[config.mk]
export PLATFORM = sky130hd
export DESIGN_NAME = program_loader
export DESIGN_NICKNAME = d
export VERILOG_FILES = /design/src/rtl/program_loader_pkg.sv /design/src/rtl/program_loader.sv
export SDC_FILE = /design/constraint.sdc
export NUM_CORES = 1
export LEC_CHECK = 0
export ABC_AREA = 1
export CORE_MARGIN = 1
export CORE_UTILIZATION = 43
export CTS_CLUSTER_SIZE = 28
export DETAILED_ROUTE_END_ITERATION = 6
export PLACE_DENSITY = 0.87
export SLEW_MARGIN = 20
export SYNTH_ARGS = -nofsm -noshare
export SYNTH_HDL_FRONTEND = slang
export SYNTH_SLANG_ARGS = --single-unit
export TNS_END_PERCENT = 20
[constraint.sdc]
create_clock -name clk -period 2.3 [get_ports clk]
set_input_delay 0.46 -clock clk [delete_from_list [all_inputs] [get_ports clk]]
set_output_delay 0.46 -clock clk [all_outputs]
set_load 0.005 [all_outputs]
[src/rtl/program_loader_pkg.sv]
// Shared cpu package: loader FSM state encoding and program-length ceiling.
package program_loader_pkg;

  localparam int PROG_LEN_MAX = 16;

  typedef enum logic [2:0] {
    IDLE,
    WAIT_BYTE,
    SETUP,
    STROBE,
    HOLD,
    CHECK,
    FINISH
  } loader_state_t;

endpackage

[src/rtl/program_loader.sv]
// Streams PROG_LEN bytes into the CPU RAM via its manual-programming port, holding the CPU in reset meanwhile.
// Optional trailing checksum byte verification is enabled by defining LOADER_CHECKSUM_EN.
module program_loader
  import program_loader_pkg::*;
#(
  parameter int PROG_LEN = 16
) (
  input  logic       clk,
  input  logic       rst_n,
  input  logic       start,
  input  logic [7:0] in_data,
  input  logic       in_valid,
  output logic       in_ready,
  output logic [3:0] mar_address,
  output logic [7:0] ram_data,
  output logic       ram_mode,
  output logic       ram_pulse,
  output logic       cpu_hold,
  output logic       busy,
  output logic       done,
  output logic       error
);

  localparam logic [3:0] LAST_ADDR = 4'(PROG_LEN - 1);

  loader_state_t state, state_nxt;
  logic [3:0]    addr;
  logic [7:0]    data_q;
  logic          accept_byte;

  assign accept_byte = (state == WAIT_BYTE) && in_valid;

  always_ff @(posedge clk) begin
    if (!rst_n) begin
      state  <= IDLE;
      addr   <= 4'd0;
      data_q <= 8'd0;
    end else begin
      state <= state_nxt;
      if (state == IDLE && start) begin
        addr <= 4'd0;
      end else if (state == HOLD && addr != LAST_ADDR) begin
        addr <= addr + 4'd1;
      end
      if (accept_byte) begin
        data_q <= in_data;
      end
    end
  end

`ifdef LOADER_CHECKSUM_EN
  logic [7:0] sum;
  logic       error_q;
  logic       sum_ok;

  assign sum_ok = (in_data == sum);

  // The checksum byte itself is compared, never accumulated nor latched into ram_data.
  always_ff @(posedge clk) begin
    if (!rst_n) begin
      sum     <= 8'd0;
      error_q <= 1'b0;
    end else begin
      if (state == IDLE && start) begin
        sum     <= 8'd0;
        error_q <= 1'b0;
      end else if (accept_byte) begin
        sum <= sum + in_data;
      end
      if (state == CHECK && in_valid && !sum_ok) begin
        error_q <= 1'b1;
      end
    end
  end

  assign error = error_q;
`else
  assign error = 1'b0;
`endif

  always_comb begin
    state_nxt = state;
    in_ready  = 1'b0;
    ram_pulse = 1'b0;
    done      = 1'b0;
    case (state)
      IDLE: begin
        if (start) state_nxt = WAIT_BYTE;
      end
      WAIT_BYTE: begin
        in_ready = 1'b1;
        if (in_valid) state_nxt = SETUP;
      end
      SETUP: state_nxt = STROBE;
      STROBE: begin
        ram_pulse = 1'b1;
        state_nxt = HOLD;
      end
      HOLD: begin
        if (addr == LAST_ADDR) begin
`ifdef LOADER_CHECKSUM_EN
          state_nxt = CHECK;
`else
          state_nxt = FINISH;
`endif
        end else begin
          state_nxt = WAIT_BYTE;
        end
      end
      CHECK: begin
`ifdef LOADER_CHECKSUM_EN
        in_ready = 1'b1;
        if (in_valid) state_nxt = sum_ok ? FINISH : IDLE;
`else
        state_nxt = IDLE;
`endif
      end
      FINISH: begin
        done      = 1'b1;
        state_nxt = IDLE;
      end
      default: state_nxt = IDLE;
    endcase
  end

  assign busy        = (state != IDLE);
  assign ram_mode    = busy;
  // A failed checksum keeps the CPU parked in reset while the loader idles.
  assign cpu_hold    = busy | error;
  assign mar_address = addr;
  assign ram_data    = data_q;

endmodule

# --- Word-level counts from Yosys, hierarchy flattened ---
# Cells that the tools add are included.
op_classes:
  n_bitwise: 1
  n_reduce_logical: 7
  n_mux: 7
  add_sub_neg: 1
  eq_ne: 9
op_table:
  columns: ["op", "count"]
  rows:
  - ["one-hot mux 3 bit (5 select lines)", 1]
  - ["two-way mux 3 bit", 3]
  - ["equality test 3 x 2 -> 1 bit, second input constant", 2]
  - ["equality test 3 bit, second input constant", 2]
  - ["adder 4 x 1 -> 4 bit, second input constant", 1]
  - ["equality test 4 bit, second input constant", 1]
  - ["!= test 2 bit, second input constant", 2]
  - ["!= test 4 bit, second input constant", 1]
  - ["equality test 3 x 1 -> 1 bit, second input constant", 1]
  - ["logical AND 1 bit", 3]
  - ["zero test 3 bit", 1]
  - ["two-way mux 1 bit", 3]
  - ["nonzero test 3 bit", 1]
  - ["AND reduction 2 bit", 1]
  - ["OR reduction 2 bit", 1]
  - ["inverter 1 bit", 1]
totals:
  ff_bits: 15
  input_bits: 12
  wordCells: 28

# --- Depth between registers and ports, before layout ---
# Gate-level depths: netlist of the first run.
depth:
  ltp_word: 3
  ltp_mapped: 7
  depth_no_buf: 7

# --- Worst setup path before layout of the first run ---
# No wires, ideal clock.
synth_timing:
  path_type: "register -> output"
  startpoint: "reg state[0]"
  endpoint: "out cpu_hold"
  n_path_buf: 1
  path_stages_with_launch: 4
  t_required_ns: 1.840
  slack_ns: 1.076
  t_arrival_ns: 0.764
  path_cell_list: "dfxtp_1 nor2_4 nand2_1 buf_4"
synth_via:
  elab_chain_len: 1
synth_rtl:
  columns: ["item", "line_no", "rtl"]
  rows:
  - ["start, declared", "program_loader.sv:26", "loader_state_t state, state_nxt;"]
  - ["start signal, assigned", "program_loader.sv:39", "state <= state_nxt;"]
  - ["nonzero test 3 bit", "program_loader.sv:126", "assign busy = (state != IDLE);"]
  - ["end, declared", "program_loader.sv:18", "output logic cpu_hold,"]
# Every way passes these cells.

# --- Worst setup path in the final report of the first run ---
layout_timing:
  startpoint: "reg state[2]"
  endpoint: "out done"
layout_via:
  elab_chain_len: 2
layout_rtl:
  columns: ["item", "line_no", "rtl"]
  rows:
  - ["equality test 3 bit", "program_loader.sv:86", "case (state)"]
  - ["two-way mux 1 bit", "program_loader.sv:86", null]
  - ["end, declared", "program_loader.sv:20", "output logic done,"]
# Every way passes these cells.

==> results.json, run 1 <==
{
  "period_needed_ns": 2.041,
  "cts_setup_buffers": 0,
  "die_x_microns": 42.33,
  "yosys_warnings": 0,
  "leakage_uw": 0.0004228,
  "grt_use_met1": 0.2595,
  "gp_congestion": 0.6934,
  "drive_gt1_frac": 0.09600,
  "min_path_type": "reg2reg",
  "crit_end": "done",
  "synth.avg_cell_area_sq_um": 7.362,
  "ant_nets": 0,
  "layout.area.seq_sq_um": 300.3,
  "r2r_start": "mar_address[0]",
  "crit_path_start_kind": "flip-flop",
  "r2r_setup_slack_ns": 1.01,
  "arrival_ns": 1.58,
  "vdd_drop_max_mv": 0.3836,
  "worstSetupEndpointType": "primary output",
  "die_height_microns": 42.33,
  "grt_pass1_vias": 699,
  "design.die.area_sq_um": 1792,
  "cpMaxStageDelayCell": "clkdlybuf4s50_1",
  "switching_share": 0.2760,
  "power_frac_comb": 0.259,
  "nNetsFinal": 139,
  "cts_made_buffers": 3,
  "wl_per_cell_microns": 11.40,
  "cp.required_ns": 1.84,
  "cpPeakStageDelay_ns": 0.53,
  "fillCellCount": 127,
  "r2r_end": "mar_address[1]",
  "multi_input_area_sq_um": 335.3,
  "busiest_layer": "met2",
  "intPower_uw": 430.0,
  "r2r_cells": 6,
  "pwr-share-clk": 0.250,
  "drc": 0,
  "synth_seq_cells": 15,
  "fin_crit_sh": 0.8872,
  "areaGrowthSynthToFinish_pct": 44.90,
  "path_class": "reg2out",
  "p_seq_frac": 0.492,
  "port_buffers": 29,
  "gr-usage-met3": 0.05172,
  "fin_cells": 141,
  "route.vias.total": 692,
  "grt_usage": 0.2122,
  "max_cap_violations": 0,
  "grtUsageMet2": 0.3508,
  "synth-seq-area-share": 0.4293,
  "fin_tns_setup_ns": 0,
  "cts_root_buf": "clkbuf_4",
  "clkLatencyLatePin_ns": 0.27,
  "crit_path_start": "state[2]",
  "synth_cell_type_count": 22,
  "setup_viol": 0,
  "powerDensity_nw_per_um2": 586.0,
  "io-pin-count": 31,
  "grt_max_degree": 11,
  "path_cells": "inv_2, nor3_1, clkdlybuf4s50_1",
  "cts_hold_buf": 0,
  "max_freq_mhz": 490.0,
  "cts-resized-gates": 0,
  "drt_wl_total_microns": 1608,
  "rows": 14,
  "clock_sinks": 15,
  "cts_buffer_depth": 2,
  "viasPerCell": 4.908,
  "clkSlewWorstSetupHoldPaths_ns": 0.09,
  "whs_ns": 0.5097,
  "switchingPower_uw": 163.9,
  "antenna_cells": 0,
  "syn_nets": 108,
  "grt_pass1_wl_microns": 2898,
  "final_cell_mix": "clkdlybuf4s50_1, nor2_1, dfxtp_1",
  "status": "finished, final reports clean",
  "syn_area_sq_um": 699.4,
  "initial_utilization": 0.4643,
  "htree_levels": 1,
  "grt_setup_unrepaired": "no",
  "cts_tree": "done",
  "crit_fanout": 5,
  "hpwl_microns": 1219,
  "first_pass_iters": 4,
  "clock_skew_ns": 0.001855,
  "dp.cells": 137,
  "drt_iter0_markers": 5,
  "maxSlewViolCount": 0,
  "final_common_cell": "clkdlybuf4s50_1",
  "hold_viol_final": 0,
  "gr-total-overflow": 0,
  "coreArea_sq_um": 1506,
  "antenna_found_initial": 0,
  "syn_inst": 95
}
==> kinds of logic after synthesis <==
logic type               after synthesis  synth area share
buffers and inverters                 14           0.09123
AND/OR/NAND/NOR                       48            0.3363
adder cells (fa/ha/maj)                1           0.01789
AO/OA/AOI/OAI                         15            0.1073
other                                  1          0.005362
flip-flops                            15            0.4293
XOR/XNOR                               1           0.01252
==> synth_stat cells <==
| library cell | instances | area share |
|---|---|---|
| clkinv_1 | 1 | 0.0054 |
| a21oi_1 | 5 | 0.036 |
| nand3_4 | 1 | 0.025 |
| nor3_2 | 1 | 0.014 |
| xor2_1 | 1 | 0.013 |
| buf_4 | 3 | 0.032 |
| nor2_1 | 21 | 0.11 |
| dfxtp_1 | 15 | 0.43 |
| inv_1 | 7 | 0.038 |
| ha_1 | 1 | 0.018 |
| nand3_1 | 3 | 0.021 |
| nand4_1 | 1 | 0.0090 |
| nand2_2 | 1 | 0.0090 |
| conb_1 | 1 | 0.0054 |
| o21ai_1 | 5 | 0.036 |
| nand2_1 | 14 | 0.075 |
| or2_0 | 1 | 0.0090 |
| nor3_1 | 2 | 0.014 |
| inv_2 | 3 | 0.016 |
| o21ai_0 | 5 | 0.036 |
| nor2_4 | 2 | 0.032 |
| nand3_2 | 1 | 0.014 |
==> critical path, delay by kind of cell (launching register included) <==
kind | cells | cell delay [ns]
flip-flops | 1 | 0.47
AND/OR/NAND/NOR | 1 | 0.20
buffers and inverters | 2 | 0.63
==> state kept, by name, summed over array words and instances (netlist names) <==
register	flops
mar_address	4
ram_data	8
state	3
==> through the flow <==
step	utilization	setup WS [ns]	total power, uW	area, sq um
finish	0.6728	0.2594	593.8	1013
global route	0.6728	0.1659	631.5	1013
CTS	0.6728	0.2591	598.9	1013
detailed placement	0.6553	0.5867	451.8	987.2
global placement	0.6553	0.6523	446.1	987.2
floorplan	-	1.076	373.7	699.4
==> worst min-delay path by stage <==
stage | start | to | slack [ns] | cells after the start
5_1_grt | mar_address[3] | mar_address[3] | 0.55 | 2
2_1_floorplan | ram_data[1] | ram_data[1] | 0.49 | 2
4_1_cts | ram_data[2] | ram_data[2] | 0.52 | 2
6_report | ram_data[1] | ram_data[1] | 0.51 | 2
3_3_place_gp | ram_data[3] | ram_data[3] | 0.48 | 2
3_5_place_dp | ram_data[2] | ram_data[2] | 0.49 | 2
==> layer usage <==
metal / up-vias / routed length [microns]
met4: 0 / 18
met1: 310 / 711
li1: 357 / -
met5: - / 0
met2: 23 / 790
met3: 2 / 87
==> power by group through the flow <==
stage	registers (uW)	clock network (uW)	logic, uW
global route	295	165	172
CTS	291	152	156
detailed placement	297	0	155
floorplan	297	0	76.3
finish	292	148	154
global placement	297	0	149
==> layout make-up <==
cell class,instances,area share
multi-input combinational,66,0.3309
sequential,15,0.2963
timing repair buffer,29,0.2864
inverter,11,0.04074
clock buffer,4,0.02593
tap,16,0.01975
No activity file was read; power rests on OpenSTA's default activity.
==> inputs of run 2 (changes only) <==
--- a/config.mk
+++ b/config.mk
@@ -7,10 +7,11 @@
 export LEC_CHECK = 0
 export ABC_AREA = 1
 export CORE_MARGIN = 1
-export CORE_UTILIZATION = 43
+export CORE_UTILIZATION = 45
+export CTS_BUF_LIST = sky130_fd_sc_hd__clkbuf_8
 export CTS_CLUSTER_SIZE = 28
 export DETAILED_ROUTE_END_ITERATION = 6
-export PLACE_DENSITY = 0.87
+export PLACE_DENSITY = 0.9
 export SLEW_MARGIN = 20
 export SYNTH_ARGS = -nofsm -noshare
 export SYNTH_HDL_FRONTEND = slang
==> results.json, run 2 (synthesized netlist as in run 1, its figures left out) <==
{
  "cts_buffer_depth": 2,
  "arrival_ns": 1.49,
  "leakage_uw": 0.0004333,
  "max_freq_mhz": 511.7,
  "crit_end": "ram_pulse",
  "viasPerCell": 4.921,
  "rows": 13,
  "hold_viol_final": 0,
  "grt_setup_unrepaired": "no",
  "r2r_cells": 6,
  "antenna_found_initial": 0,
  "min_path_type": "reg2reg",
  "vdd_drop_max_mv": 0.7020,
  "wl_per_cell_microns": 10.13,
  "setup_viol": 0,
  "cts_made_buffers": 3,
  "crit_path_start": "state[0]",
  "grt_max_degree": 11,
  "crit_path_start_kind": "flip-flop",
  "whs_ns": 0.5061,
  "drive_gt1_frac": 0.1040,
  "switching_share": 0.2552,
  "power.total_uw": 647.8,
  "maxSlewViolCount": 0,
  "cp.depth": 3,
  "worstSetupEndpointType": "primary output",
  "fin_tns_setup_ns": 0,
  "intPower_uw": 482.5,
  "drt_iter0_markers": 6,
  "htree_levels": 1,
  "pwr-share-clk": 0.313,
  "r2r_end": "mar_address[3]",
  "cpPeakStageDelay_ns": 0.52,
  "cpMaxStageDelayCell": "clkdlybuf4s50_1",
  "cp.required_ns": 1.84,
  "io-pin-count": 31,
  "ant_nets": 0,
  "first_pass_iters": 4,
  "r2r_setup_slack_ns": 1.03,
  "gp_congestion": 0.8633,
  "cts_hold_buf": 0,
  "port_buffers": 29,
  "clock_sinks": 15,
  "cts_tree": "done",
  "switchingPower_uw": 165.3,
  "final_common_cell": "clkdlybuf4s50_1",
  "grt_usage": 0.1688,
  "period_needed_ns": 1.954,
  "p_seq_frac": 0.452,
  "critPathTopFamily": "buffers and inverters",
  "coreArea_sq_um": 1366,
  "clkLatencyLatePin_ns": 0.24,
  "fin_crit_sh": 0.8496,
  "grt_pass1_wl_microns": 2359,
  "critPathBufInv": 2,
  "areaGrowthSynthToFinish_pct": 47.58,
  "grt_pass1_vias": 588,
  "crit_fanout": 4,
  "dp.cells": 136,
  "cts_root_buf": "clkbuf_8",
  "final_cell_mix": "clkdlybuf4s50_1, nor2_1, dfxtp_1",
  "power_frac_comb": 0.235,
  "die_height_microns": 41.43,
  "max_cap_violations": 0,
  "powerDensity_nw_per_um2": 627.5,
  "antenna_cells": 0,
  "cts-resized-gates": 0,
  "nNetsFinal": 139,
  "drt_wl_total_microns": 1418,
  "fin_util": 0.7555,
  "gr-total-overflow": 0,
  "fin_cells": 140,
  "r2r_start": "mar_address[0]",
  "design.die.area_sq_um": 1716,
  "clock_skew_ns": 0.005542,
  "route.vias.total": 689,
  "hpwl_microns": 1119,
  "status": "finished, final reports clean",
  "initial_utilization": 0.5119,
  "clkSlewWorstSetupHoldPaths_ns": 0.06,
  "drc": 0,
  "largest_reg_flops": 8,
  "path_class": "reg2out",
  "cts_setup_buffers": 0,
  "path_cells": "inv_1, nor3_2, clkdlybuf4s50_1",
  "die_x_microns": 41.43
}
-- run 2: power groups by stage --
stage	clock (uW)	sequential, uW	combinational [uW]
after floorplan	0	297	76.3
after global placement	0	296	149
after detailed placement	0	298	152
after CTS	208	293	153
after global routing	217	295	167
final	203	292	153
-- run 2: metal layers --
metal  global-route usage  up-vias  wire length, microns  share of wire
met5                    0        -                     0              0
met4              0.05806        0                    10         0.0071
met3              0.02609        2                    90          0.063
met2               0.3031       28                   696           0.49
met1               0.2016      299                   620           0.44
li1                     -      360                     -              -
-- run 2: how the worst min path moves through the flow --
stage	start	end	slack [ns]	cells after the start
after CTS	ram_data[3]	ram_data[3]	0.51	2
final	ram_data[3]	ram_data[3]	0.51	2
after global placement	ram_data[2]	ram_data[2]	0.48	2
after global routing	ram_data[3]	ram_data[3]	0.54	2
after detailed placement	ram_data[3]	ram_data[3]	0.49	2
after floorplan	ram_data[1]	ram_data[1]	0.49	2
-- run 2: stage by stage --
stage,setup WS [ns],area (sq um)
2_1_floorplan,1.076,699.4
4_1_cts,0.3370,1032
5_1_grt,0.2690,1032
6_report,0.3459,1032
3_3_place_gp,0.6626,985.9
3_5_place_dp,0.6034,985.9
-- run 2: area by class of cell --
class                   count  area, sq um
repair buffers             29        290.3
clock buffers               3        41.29
fillers                   111        334.1
multi-input cells          66        335.3
clock inverters             1        5.005
flip-flops and latches     15        300.3
well taps                  15        18.77
inverters                  11        41.29
-- run 2: worst reg2reg max path, stage by stage (launching register included) --
cell,delay [ns]
dfxtp_1,0.41
ha_1,0.21
nand3_1,0.15
nand3_4,0.13
clkinv_1,0.12
nand2_1,0.08
a21oi_1,0.05
